File: config.mk
export PLATFORM = sky130hd
export DESIGN_NAME = conv_unit_scheduler_flat
export DESIGN_NICKNAME = d
export VERILOG_FILES = /design/src/rtl/conv_unit_scheduler_pkg.sv /design/src/rtl/conv_unit_scheduler_if.sv /design/src/rtl/conv_pos_counter.sv /design/src/rtl/conv_unit_scheduler.sv /design/src/flat_wrapper.sv
export SDC_FILE = /design/constraint.sdc
export NUM_CORES = 1
export LEC_CHECK = 0
export BUFFER_PORTS_ARGS = -buffer_cell sky130_fd_sc_hd__clkbuf_2
export CAP_MARGIN = 0
export CORE_ASPECT_RATIO = 0.7
export CORE_UTILIZATION = 45
export CTS_CLUSTER_DIAMETER = 40
export DETAILED_ROUTE_END_ITERATION = 7
export PLACE_DENSITY = 0.84
export SLEW_MARGIN = 10
export SYNTH_ARGS = -nofsm -noshare
export SYNTH_HDL_FRONTEND = slang
export SYNTH_SLANG_ARGS = --single-unit
File: constraint.sdc
create_clock -name clk -period 1.5 [get_ports clk]
set_input_delay 0.075 -clock clk [delete_from_list [all_inputs] [get_ports clk]]
set_output_delay 0.075 -clock clk [all_outputs]
set_load 0.005 [all_outputs]
File: src/rtl/conv_unit_scheduler_pkg.sv
// Shared definitions for the convolution-unit scheduler: FSM state
// encodings and an index-width helper reused by the conv controllers.
package conv_unit_scheduler_pkg;

    typedef enum logic [2:0] {
        ST_IDLE = 3'd0,
        ST_LOAD = 3'd1,
        ST_RUN  = 3'd2,
        ST_EMIT = 3'd3,
        ST_FIN  = 3'd4
    } sched_state_t;

    // Bits needed to index 'value' entries, never less than one bit.
    function automatic int clog2_min1(input int value);
        int width;
        width = $clog2(value);
        if (width < 1) begin
            width = 1;
        end else begin
            width = width;
        end
        return width;
    endfunction

endpackage

File: src/rtl/conv_unit_scheduler_if.sv
// Result stream of the scheduler: valid/ready handshake carrying the
// captured unit result together with its output-grid position tag.
interface conv_unit_scheduler_if #(
    parameter int DATA_WIDTH = 32,
    parameter int RW         = 4,
    parameter int CW         = 4
);
    logic                  out_valid;
    logic                  out_ready;
    logic [DATA_WIDTH-1:0] out_data;
    logic [RW-1:0]         out_row;
    logic [CW-1:0]         out_col;

    modport master (
        output out_valid,
        output out_data,
        output out_row,
        output out_col,
        input  out_ready
    );

    modport slave (
        input  out_valid,
        input  out_data,
        input  out_row,
        input  out_col,
        output out_ready
    );
endinterface

File: src/rtl/conv_pos_counter.sv
// Raster-order position counter over an OH x OW output grid. clr returns
// to (0,0); adv steps one column, wrapping to the next row at the last column.
module conv_pos_counter #(
    parameter int OH = 14,
    parameter int OW = 14,
    parameter int RW = 4,
    parameter int CW = 4
) (
    input  logic          clk,
    input  logic          reset,
    input  logic          clr,
    input  logic          adv,
    output logic [RW-1:0] row,
    output logic [CW-1:0] col,
    output logic          last
);
    localparam logic [RW-1:0] ROW_LAST = RW'(OH - 1);
    localparam logic [CW-1:0] COL_LAST = CW'(OW - 1);

    // Position register: clear has priority over advance.
    always_ff @(posedge clk or posedge reset) begin
        if (reset) begin
            row <= {RW{1'b0}};
            col <= {CW{1'b0}};
        end else if (clr) begin
            row <= {RW{1'b0}};
            col <= {CW{1'b0}};
        end else if (adv) begin
            if (col == COL_LAST) begin
                col <= {CW{1'b0}};
                row <= row + RW'(1);
            end else begin
                col <= col + CW'(1);
            end
        end else begin
            row <= row;
            col <= col;
        end
    end

    assign last = (row == ROW_LAST) && (col == COL_LAST);
endmodule

File: src/rtl/conv_unit_scheduler.sv
// Sequences one convolution unit over every valid stride-1 window of an
// HxW image in raster order: present window, restart unit, wait its fixed
// latency, capture the result and hand it out on a valid/ready stream.
module conv_unit_scheduler
    import conv_unit_scheduler_pkg::*;
#(
    parameter int DATA_WIDTH = 32,
    parameter int D          = 2,
    parameter int F          = 3,
    parameter int H          = 16,
    parameter int W          = 16,
    parameter int LATENCY    = 20,
    parameter int RW         = clog2_min1(H),
    parameter int CW         = clog2_min1(W)
) (
    input  logic                  clk,
    input  logic                  reset,
    input  logic                  start,
    output logic                  busy,
    output logic                  done,
    output logic [RW-1:0]         win_row,
    output logic [CW-1:0]         win_col,
    output logic                  unit_reset,
    input  logic [DATA_WIDTH-1:0] unit_result,
    conv_unit_scheduler_if.master out_if
);
    localparam int OH    = H - F + 1;
    localparam int OW    = W - F + 1;
    localparam int CNT_W = clog2_min1(LATENCY);
    localparam logic [CNT_W-1:0] CNT_LAST = CNT_W'(LATENCY - 1);
    // An illegal geometry never leaves IDLE, so the unit stays held in reset.
    localparam bit CFG_OK = (D >= 1) && (F >= 1) && (F <= H) && (F <= W) && (LATENCY >= 1);

    sched_state_t          state_r;
    sched_state_t          next_state_s;
    logic [CNT_W-1:0]      cnt_r;
    logic                  pos_clr_s;
    logic                  pos_adv_s;
    logic                  pos_last_s;
    logic                  capture_s;
    logic                  busy_r;
    logic                  done_r;
    logic                  unit_reset_r;
    logic                  out_valid_r;
    logic [DATA_WIDTH-1:0] out_data_r;
    logic [RW-1:0]         out_row_r;
    logic [CW-1:0]         out_col_r;

    conv_pos_counter #(
        .OH (OH),
        .OW (OW),
        .RW (RW),
        .CW (CW)
    ) u_pos (
        .clk   (clk),
        .reset (reset),
        .clr   (pos_clr_s),
        .adv   (pos_adv_s),
        .row   (win_row),
        .col   (win_col),
        .last  (pos_last_s)
    );

    // FSM state register.
    always_ff @(posedge clk or posedge reset) begin
        if (reset) begin
            state_r <= ST_IDLE;
        end else begin
            state_r <= next_state_s;
        end
    end

    // Next-state decode plus window-counter and capture strobes.
    always_comb begin
        next_state_s = state_r;
        pos_clr_s    = 1'b0;
        pos_adv_s    = 1'b0;
        capture_s    = 1'b0;
        case (state_r)
            ST_IDLE: begin
                if (start && CFG_OK) begin
                    next_state_s = ST_LOAD;
                    pos_clr_s    = 1'b1;
                end else begin
                    next_state_s = ST_IDLE;
                end
            end
            ST_LOAD: begin
                next_state_s = ST_RUN;
            end
            ST_RUN: begin
                if (cnt_r == CNT_LAST) begin
                    next_state_s = ST_EMIT;
                    capture_s    = 1'b1;
                end else begin
                    next_state_s = ST_RUN;
                end
            end
            ST_EMIT: begin
                if (out_if.out_ready) begin
                    if (pos_last_s) begin
                        next_state_s = ST_FIN;
                    end else begin
                        next_state_s = ST_LOAD;
                        pos_adv_s    = 1'b1;
                    end
                end else begin
                    next_state_s = ST_EMIT;
                end
            end
            ST_FIN: begin
                next_state_s = ST_IDLE;
            end
            default: begin
                next_state_s = ST_IDLE;
            end
        endcase
    end

    // Latency counter: zeroed in LOAD, counts unit cycles while in RUN.
    always_ff @(posedge clk or posedge reset) begin
        if (reset) begin
            cnt_r <= {CNT_W{1'b0}};
        end else if (state_r == ST_LOAD) begin
            cnt_r <= {CNT_W{1'b0}};
        end else if (state_r == ST_RUN) begin
            cnt_r <= cnt_r + CNT_W'(1);
        end else begin
            cnt_r <= cnt_r;
        end
    end

    // Control outputs decoded from the next state so they align with the state register.
    always_ff @(posedge clk or posedge reset) begin
        if (reset) begin
            busy_r       <= 1'b0;
            done_r       <= 1'b0;
            unit_reset_r <= 1'b1;
            out_valid_r  <= 1'b0;
        end else begin
            busy_r       <= (next_state_s != ST_IDLE);
            done_r       <= (next_state_s == ST_FIN);
            unit_reset_r <= (next_state_s == ST_IDLE) || (next_state_s == ST_LOAD) ||
                            (next_state_s == ST_FIN);
            out_valid_r  <= (next_state_s == ST_EMIT);
        end
    end

    // Result register: captures the unit output and its window tag once per window.
    always_ff @(posedge clk or posedge reset) begin
        if (reset) begin
            out_data_r <= {DATA_WIDTH{1'b0}};
            out_row_r  <= {RW{1'b0}};
            out_col_r  <= {CW{1'b0}};
        end else if (capture_s) begin
            out_data_r <= unit_result;
            out_row_r  <= win_row;
            out_col_r  <= win_col;
        end else begin
            out_data_r <= out_data_r;
            out_row_r  <= out_row_r;
            out_col_r  <= out_col_r;
        end
    end

    assign busy             = busy_r;
    assign done             = done_r;
    assign unit_reset       = unit_reset_r;
    assign out_if.out_valid = out_valid_r;
    assign out_if.out_data  = out_data_r;
    assign out_if.out_row   = out_row_r;
    assign out_if.out_col   = out_col_r;
endmodule

File: src/flat_wrapper.sv
// flat-port wrapper written by rule: the top's interface ports become plain ports
module conv_unit_scheduler_flat import conv_unit_scheduler_pkg::*;
#(
    parameter int DATA_WIDTH = 32,
    parameter int D          = 2,
    parameter int F          = 3,
    parameter int H          = 16,
    parameter int W          = 16,
    parameter int LATENCY    = 20,
    parameter int RW         = clog2_min1(H),
    parameter int CW         = clog2_min1(W)
)
  (clk, reset, start, busy, done, win_row, win_col, unit_reset, unit_result, out_if_out_valid, out_if_out_data, out_if_out_row, out_if_out_col, out_if_out_ready);
  conv_unit_scheduler_if #(.DATA_WIDTH(DATA_WIDTH), .RW(RW), .CW(CW)) out_if_i ();
  input  logic clk;
  input  logic reset;
  input  logic start;
  output logic busy;
  output logic done;
  output logic [RW-1:0] win_row;
  output logic [CW-1:0] win_col;
  output logic unit_reset;
  input  logic [DATA_WIDTH-1:0] unit_result;
  output wire logic [$bits(out_if_i.out_valid)-1:0] out_if_out_valid;
  output wire logic [$bits(out_if_i.out_data)-1:0] out_if_out_data;
  output wire logic [$bits(out_if_i.out_row)-1:0] out_if_out_row;
  output wire logic [$bits(out_if_i.out_col)-1:0] out_if_out_col;
  input wire logic [$bits(out_if_i.out_ready)-1:0] out_if_out_ready;
  assign out_if_out_valid = out_if_i.out_valid;
  assign out_if_out_data = out_if_i.out_data;
  assign out_if_out_row = out_if_i.out_row;
  assign out_if_out_col = out_if_i.out_col;
  assign out_if_i.out_ready = out_if_out_ready;
  conv_unit_scheduler #(.DATA_WIDTH(DATA_WIDTH), .D(D), .F(F), .H(H), .W(W), .LATENCY(LATENCY), .RW(RW), .CW(CW)) u_core (.clk(clk), .reset(reset), .start(start), .busy(busy), .done(done), .win_row(win_row), .win_col(win_col), .unit_reset(unit_reset), .unit_result(unit_result), .out_if(out_if_i));
endmodule
* Word level (Yosys, flattened, before mapping)
Index checks and enable logic that the tools add are counted.
** Word-level totals
- Bits of input ports :: 36
- Output and inout port bits :: 52
- Register bits after elaboration :: 60
** Operators by class
- Add/sub/neg operators :: 3
- Muxes and demuxes :: 20
- Reductions and logical operators :: 10
- Equality and inequality tests :: 9
** Operator list (number)
- $mux 4 :: 6
- $pmux 3 s4 :: 1
- $mux 5 :: 2
- $eq 3x2->1 const B :: 3
- $mux 1 :: 9
- $add 4x1->4 const B :: 2
- $eq 4x4->1 const B :: 2
- $eq 3x1->1 const B :: 2
- $logic_not 3->1 :: 2
- $mux 3 :: 2
- $reduce_bool 2->1 :: 3
- $add 5x1->5 const B :: 1
- $eq 5x5->1 const B :: 1
- $eq 3x3->1 const B :: 1
- $reduce_bool 3->1 :: 1
- $logic_or 1x1->1 :: 2
- $reduce_and 2->1 :: 1
- $logic_and 1x1->1 :: 1

* Depth between registers and ports, before layout
- Depth after elaboration :: 8
- Depth in mapped cells :: 6
- Depth with buffers taken out :: 6

* Cells and area by module
From an unflattened synthesis, not the netlist that was laid out.
** Second synthesis, totals
- Cells, all modules :: 196
- Area, all modules :: 2698.8 um^2
** By module, submodules not included
- conv_unit_scheduler :: area each 2240.9 um^2, times used 1, cells each 146, sequential area each 1302.5 um^2
- conv_pos_counter :: area each 457.9 um^2, times used 1, cells each 50, sequential area each 200.2 um^2

* Worst setup path before layout
No wires, ideal clock.
- Path type :: reg-to-reg
- Start point :: register u_core.cnt_r[0]
- End point :: register u_core.out_col_r[0] (netlist: u_core.out_if.out_col[0])
- Setup slack :: -0.017 ns
- Setup time :: 0.125 ns
- Buffers on the path :: 1
- Cell stages (with the launch flop) :: 6
- Arrival time :: 1.392 ns
- Period minus slack after synthesis :: 1.517 ns
- Required time :: 1.375 ns
- Cell sequence :: dfrtp_1 -> ha_1 -> nor3b_4 -> nand3_4 -> buf_6 -> mux2_4
** On the way
- Word-level cells in the longest chain between the ends :: 3
** RTL lines
- start: declaration :: RTL line conv_unit_scheduler.sv:36 : logic [CNT_W-1:0] cnt_r;
- start signal: assignment :: RTL line conv_unit_scheduler.sv:123 : cnt_r <= {CNT_W{1'b0}};
- start signal: assignment :: RTL line conv_unit_scheduler.sv:125 : cnt_r <= {CNT_W{1'b0}};
- start signal: assignment :: RTL line conv_unit_scheduler.sv:127 : cnt_r <= cnt_r + CNT_W'(1);
- $eq 5x5->1 :: RTL line conv_unit_scheduler.sv:92 : if (cnt_r == CNT_LAST) begin
- $mux 1 :: RTL line conv_unit_scheduler.sv:92
- $mux 1 :: RTL line conv_unit_scheduler.sv:79 : case (state_r)
- end signal: assignment :: RTL line conv_unit_scheduler.sv:154 : out_col_r <= {CW{1'b0}};
- end signal: assignment :: RTL line conv_unit_scheduler.sv:158 : out_col_r <= win_col;
- end signal: assignment :: RTL line conv_unit_scheduler.sv:162 : out_col_r <= out_col_r;
- end: declaration :: RTL line conv_unit_scheduler.sv:47 : logic [CW-1:0] out_col_r;
Every way passes these cells.
A chain may end at the register's enable or synchronous reset.

* Worst setup path after layout
- Start point :: register u_core.cnt_r[0]
- End point :: register u_core.out_data_r[11] (netlist: u_core.out_if.out_data[11])
** On the way
- Word-level cells in the longest chain between the ends :: 3
** RTL lines
- $eq 5x5->1 :: RTL line conv_unit_scheduler.sv:92
- $mux 1 :: RTL line conv_unit_scheduler.sv:92
- $mux 1 :: RTL line conv_unit_scheduler.sv:79
- end signal: assignment :: RTL line conv_unit_scheduler.sv:152 : out_data_r <= {DATA_WIDTH{1'b0}};
- end signal: assignment :: RTL line conv_unit_scheduler.sv:156 : out_data_r <= unit_result;
- end signal: assignment :: RTL line conv_unit_scheduler.sv:160 : out_data_r <= out_data_r;
- end: declaration :: RTL line conv_unit_scheduler.sv:45 : logic [DATA_WIDTH-1:0] out_data_r;
Every way passes these cells.

==> out/metrics.csv <==
stage,metric,value,unit
outcome,outcome,"complete, but fails checks",
outcome,failing checks,negative setup slack,
finish,post-route cell area,4100,um^2
worst_setup_path,element type at the critical path start,flip-flop,
floorplan,# IOs,88,
power,VDD IR-drop max,0.736,mV
timing,pins over their slew limit,0,
power,total chip power,4900,uW
yosys,compound-gate portion of the synthesized area,0.0613,
yosys,Post-synth top flop,dfrtp_1,
clocking,CTS tree,done,
floorplan,Starting Density,0.472,
timing,Hold Slack,0.0735,ns
grt,grt ovf,0,
grt,initial antenna violation count,0,
power,P_sw,1340,uW
clocking,root buf cell,clkbuf_8,
floorplan,Die H,67.0,um
yosys,Mapped Area,2710,um^2
power,Lkg Pwr,0.00214,uW
finish,Reg area,1500,um^2
clocking,latest clock arrival within the worst-skew pair,0.34,ns
power,Power Density,1200,nW/um^2
route,vias per std cell,5.00,
grt,number of global-route vias before repair,2095,
place,dpl cell area,3440,um^2
yosys,largest family of logic cells by synthesized area,multiplexers,
place,placed insts,376,
route,vias,2157,
place,RD Place Congestion,0.829,
worst_setup_path,CP Data Required Time,1.71,ns
floorplan,area of the die,6350,um^2
yosys,Yosys reg bits,60,
grt,first-pass GRT wire length,10600,um
floorplan,Die X-Extent,94.8,um
worst_setup_path,crit path DAT,1.78,ns
timing,Final Skew,0.0101,ns
worst_setup_path,worst r2r dst,u_core.out_if.out_data[11],
clocking,"Reg clk slew, reported paths",0.06,ns
route,drt wl/cell,16.4,um
finish,Post-Layout Cell Count,431,
timing,"Min Clock Period, post-route",1.56,ns
timing,# setup viols final,40,
grt,largest net degree at the start of global routing,31,
clocking,H-tree depth,3,
worst_hold_path,WHS Endpoint,u_core.unit_reset,
yosys,mux contribution to synthesized area,0.223,
yosys,post-synth top area cell,dfrtp_1,
timing,Worst-Margin Slew,0.341,ns
timing,Hold Fails Final Rpt,0,
worst_setup_path,Crit Path Max Fanout,13,
worst_setup_path,path depth of the worst reg2reg path,5,
grt,GRT Overall Usage,0.232,
floorplan,CORE AREA,5760,um^2
timing,Max transition margin,0.773,
finish,area of the multi-input gates,1140,um^2
yosys,Synth Area in Simple Gates,0.0936,
finish,final net count,392,
clocking,TritonCTS Sinks,60,
yosys,cells after synthesis,193,
place,post-DP HPWL,4200,um
yosys,Yosys cell types,34,
power,internal power,3560,uW
yosys,"EDFF count, synth",0,
timing,Fmax,639,MHz
yosys,share of the synthesized area in the top cell type,0.544,
timing,worst setup margin,-0.0650,ns
yosys,post-synthesis xor/xnor area fraction,0.00645,
worst_hold_path,worst hold path cell count,2,
route,First-pass DRT Iterations,4,
flow_run,max-cap viol count,0,
yosys,commonest cells in the netlist,"dfrtp_1 (59), mux2_4 (38), a21oi_1 (10), nor3_1 (10), o21ai_0 (10)",
yosys,async set-or-reset flop fraction in the synthesized netlist,1.00,
yosys,most numerous cell in the Yosys netlist,dfrtp_1,
worst_setup_path,worst r2r src,u_core.cnt_r[0],
worst_setup_path,Setup CP Type,reg -> reg,
clocking,Longest Clk Path Bufs,2,
worst_setup_path,r2r setup slk,-0.06,ns
route,Initial DRC Count,97,
floorplan,row count,23,
power,Sw Ratio,0.274,
finish,Filler cells,378,
worst_hold_path,hold_sp,out_if_out_ready,
finish,Antenna Cells,0,
finish,share of cells above drive strength 1,0.542,
finish,Area Overhead vs Synth,50.9,%
power,sequential power share,0.401,
worst_hold_path,hold crit path type,in -> reg,
yosys,largest cells by area after synthesis,"dfrtp_1 (54%), mux2_4 (21%), buf_6 (2.5%)",
timing,RSZ-0062 raised after global routing,yes,
route,Final ANT Viol Nets,0,
worst_setup_path,Setup crit end kind,flip-flop,
timing,Tcrit/Tclk final,1.04,
yosys,post-synthesis adder-cell area fraction,0.0231,
clocking,total CTS buffers,9,
yosys,Syn Area/Cell,14.1,um^2
power,clock power share,0.351,
yosys,synth warn,0,
yosys,syn nets,234,
yosys,"Seq/Total Area, Yosys",0.554,
route,DRC errors left,0,
power,combinational share of power,0.247,
route,WL final,7080,um
place,Port Buffers,87,
## kinds of logic (layout without fill, tap and decap cells)
kind of cell / after synthesis / after routing
DFF: 60 / 60
muxes: 41 / 41
and+or+nand+nor: 41 / 41
AOI/OAI and AO/OA: 28 / 28
buffers and inverters: 16 / 179
adders and majority gates: 5 / 5
xor gates and xnor gates: 2 / 2
## flip-flops by register name, summed over array words and instances, names as in the netlist
name	flops
u_core.busy	1
u_core.cnt_r	5
u_core.u_pos.col	4
u_core.unit_reset	1
u_core.out_if.out_valid	1
u_core.out_if.out_data	32
u_core.out_if.out_row	4
u_core.state_r	3
u_core.u_pos.row	4
u_core.done	1
u_core.out_if.out_col	4
## routing by layer
layer | GRT usage | wire length (um) | up-vias
met5 | 0 | 0 | -
met3 | 0.0868 | 523 | 7
met1 | 0.284 | 3070 | 1061
li1 | - | - | 1003
met2 | 0.390 | 3410 | 86
met4 | 0.0568 | 81 | 0
## worst max-delay path by stage
stage,end,start,cells past startpoint
2_1_floorplan,u_core.out_if.out_col[0],u_core.cnt_r[0],5
3_3_place_gp,u_core.out_if.out_data[15],u_core.cnt_r[0],5
3_5_place_dp,u_core.out_if.out_data[6],u_core.cnt_r[0],5
4_1_cts,u_core.out_if.out_row[2],u_core.cnt_r[0],5
5_1_grt,u_core.out_if.out_data[11],u_core.cnt_r[1],5
6_report,u_core.out_if.out_data[11],u_core.cnt_r[0],5
## placed cells by master, fill, tap and decap left out, types with 4 or more instances in the layout
cell,Yosys,final
a21oi_1,10,9
buf_12,0,4
buf_4,0,28
clkbuf_2,0,87
clkbuf_8,0,9
dfrtp_1,59,59
dlygate4sd3_1,0,34
ha_1,5,4
inv_1,8,7
mux2_4,38,38
nand3_1,7,4
nor2_1,9,9
nor3_1,10,9
o21ai_0,10,8
## power by group through the flow
stage / Clock (uW) / Sequential (uW) / Combinational, uW
after floorplan: 0 / 1980 / 598
after global placement: 0 / 1970 / 1040
after detailed placement: 0 / 1980 / 1080
after CTS: 1750 / 1960 / 1170
after global routing: 1840 / 1990 / 1340
final: 1720 / 1970 / 1210
## through the flow
step	setup WS, ns	utilization	setup TNS, ns
2_1_floorplan	-0.0172	-	-0.604
3_3_place_gp	0.00525	0.597	0
3_5_place_dp	-0.0394	0.597	-1.30
4_1_cts	-0.0535	0.702	-1.63
5_1_grt	-0.146	0.712	-5.06
6_report	-0.0650	0.712	-1.87
## layout make-up
cell class | count | area share
repair buffers | 155 | 0.266
multi-input cells | 117 | 0.278
clock buffers | 10 | 0.0312
clock inverters | 6 | 0.0275
well taps | 75 | 0.0229
flip-flops and latches | 60 | 0.367
inverters | 8 | 0.00825
## worst max-delay path: stages, from the launching register on
cell and delay, ns:
dfrtp_1 0.36, ha_2 0.18, nor3b_4 0.24, nand3_4 0.16, buf_12 0.19, mux2_4 0.31
## repair_timing
| action | CTS | global route |
|---|---|---|
| gates resized for setup | 2 | 10 |
| hold buffers | 34 | 0 |
| pin swaps | 1 | 0 |
| setup endpoints to repair | 42 | 45 |
| hold endpoints to repair | 60 | 0 |
| setup buffers | 2 | 3 |
Note: power is estimated with default switching activity, not from simulation.
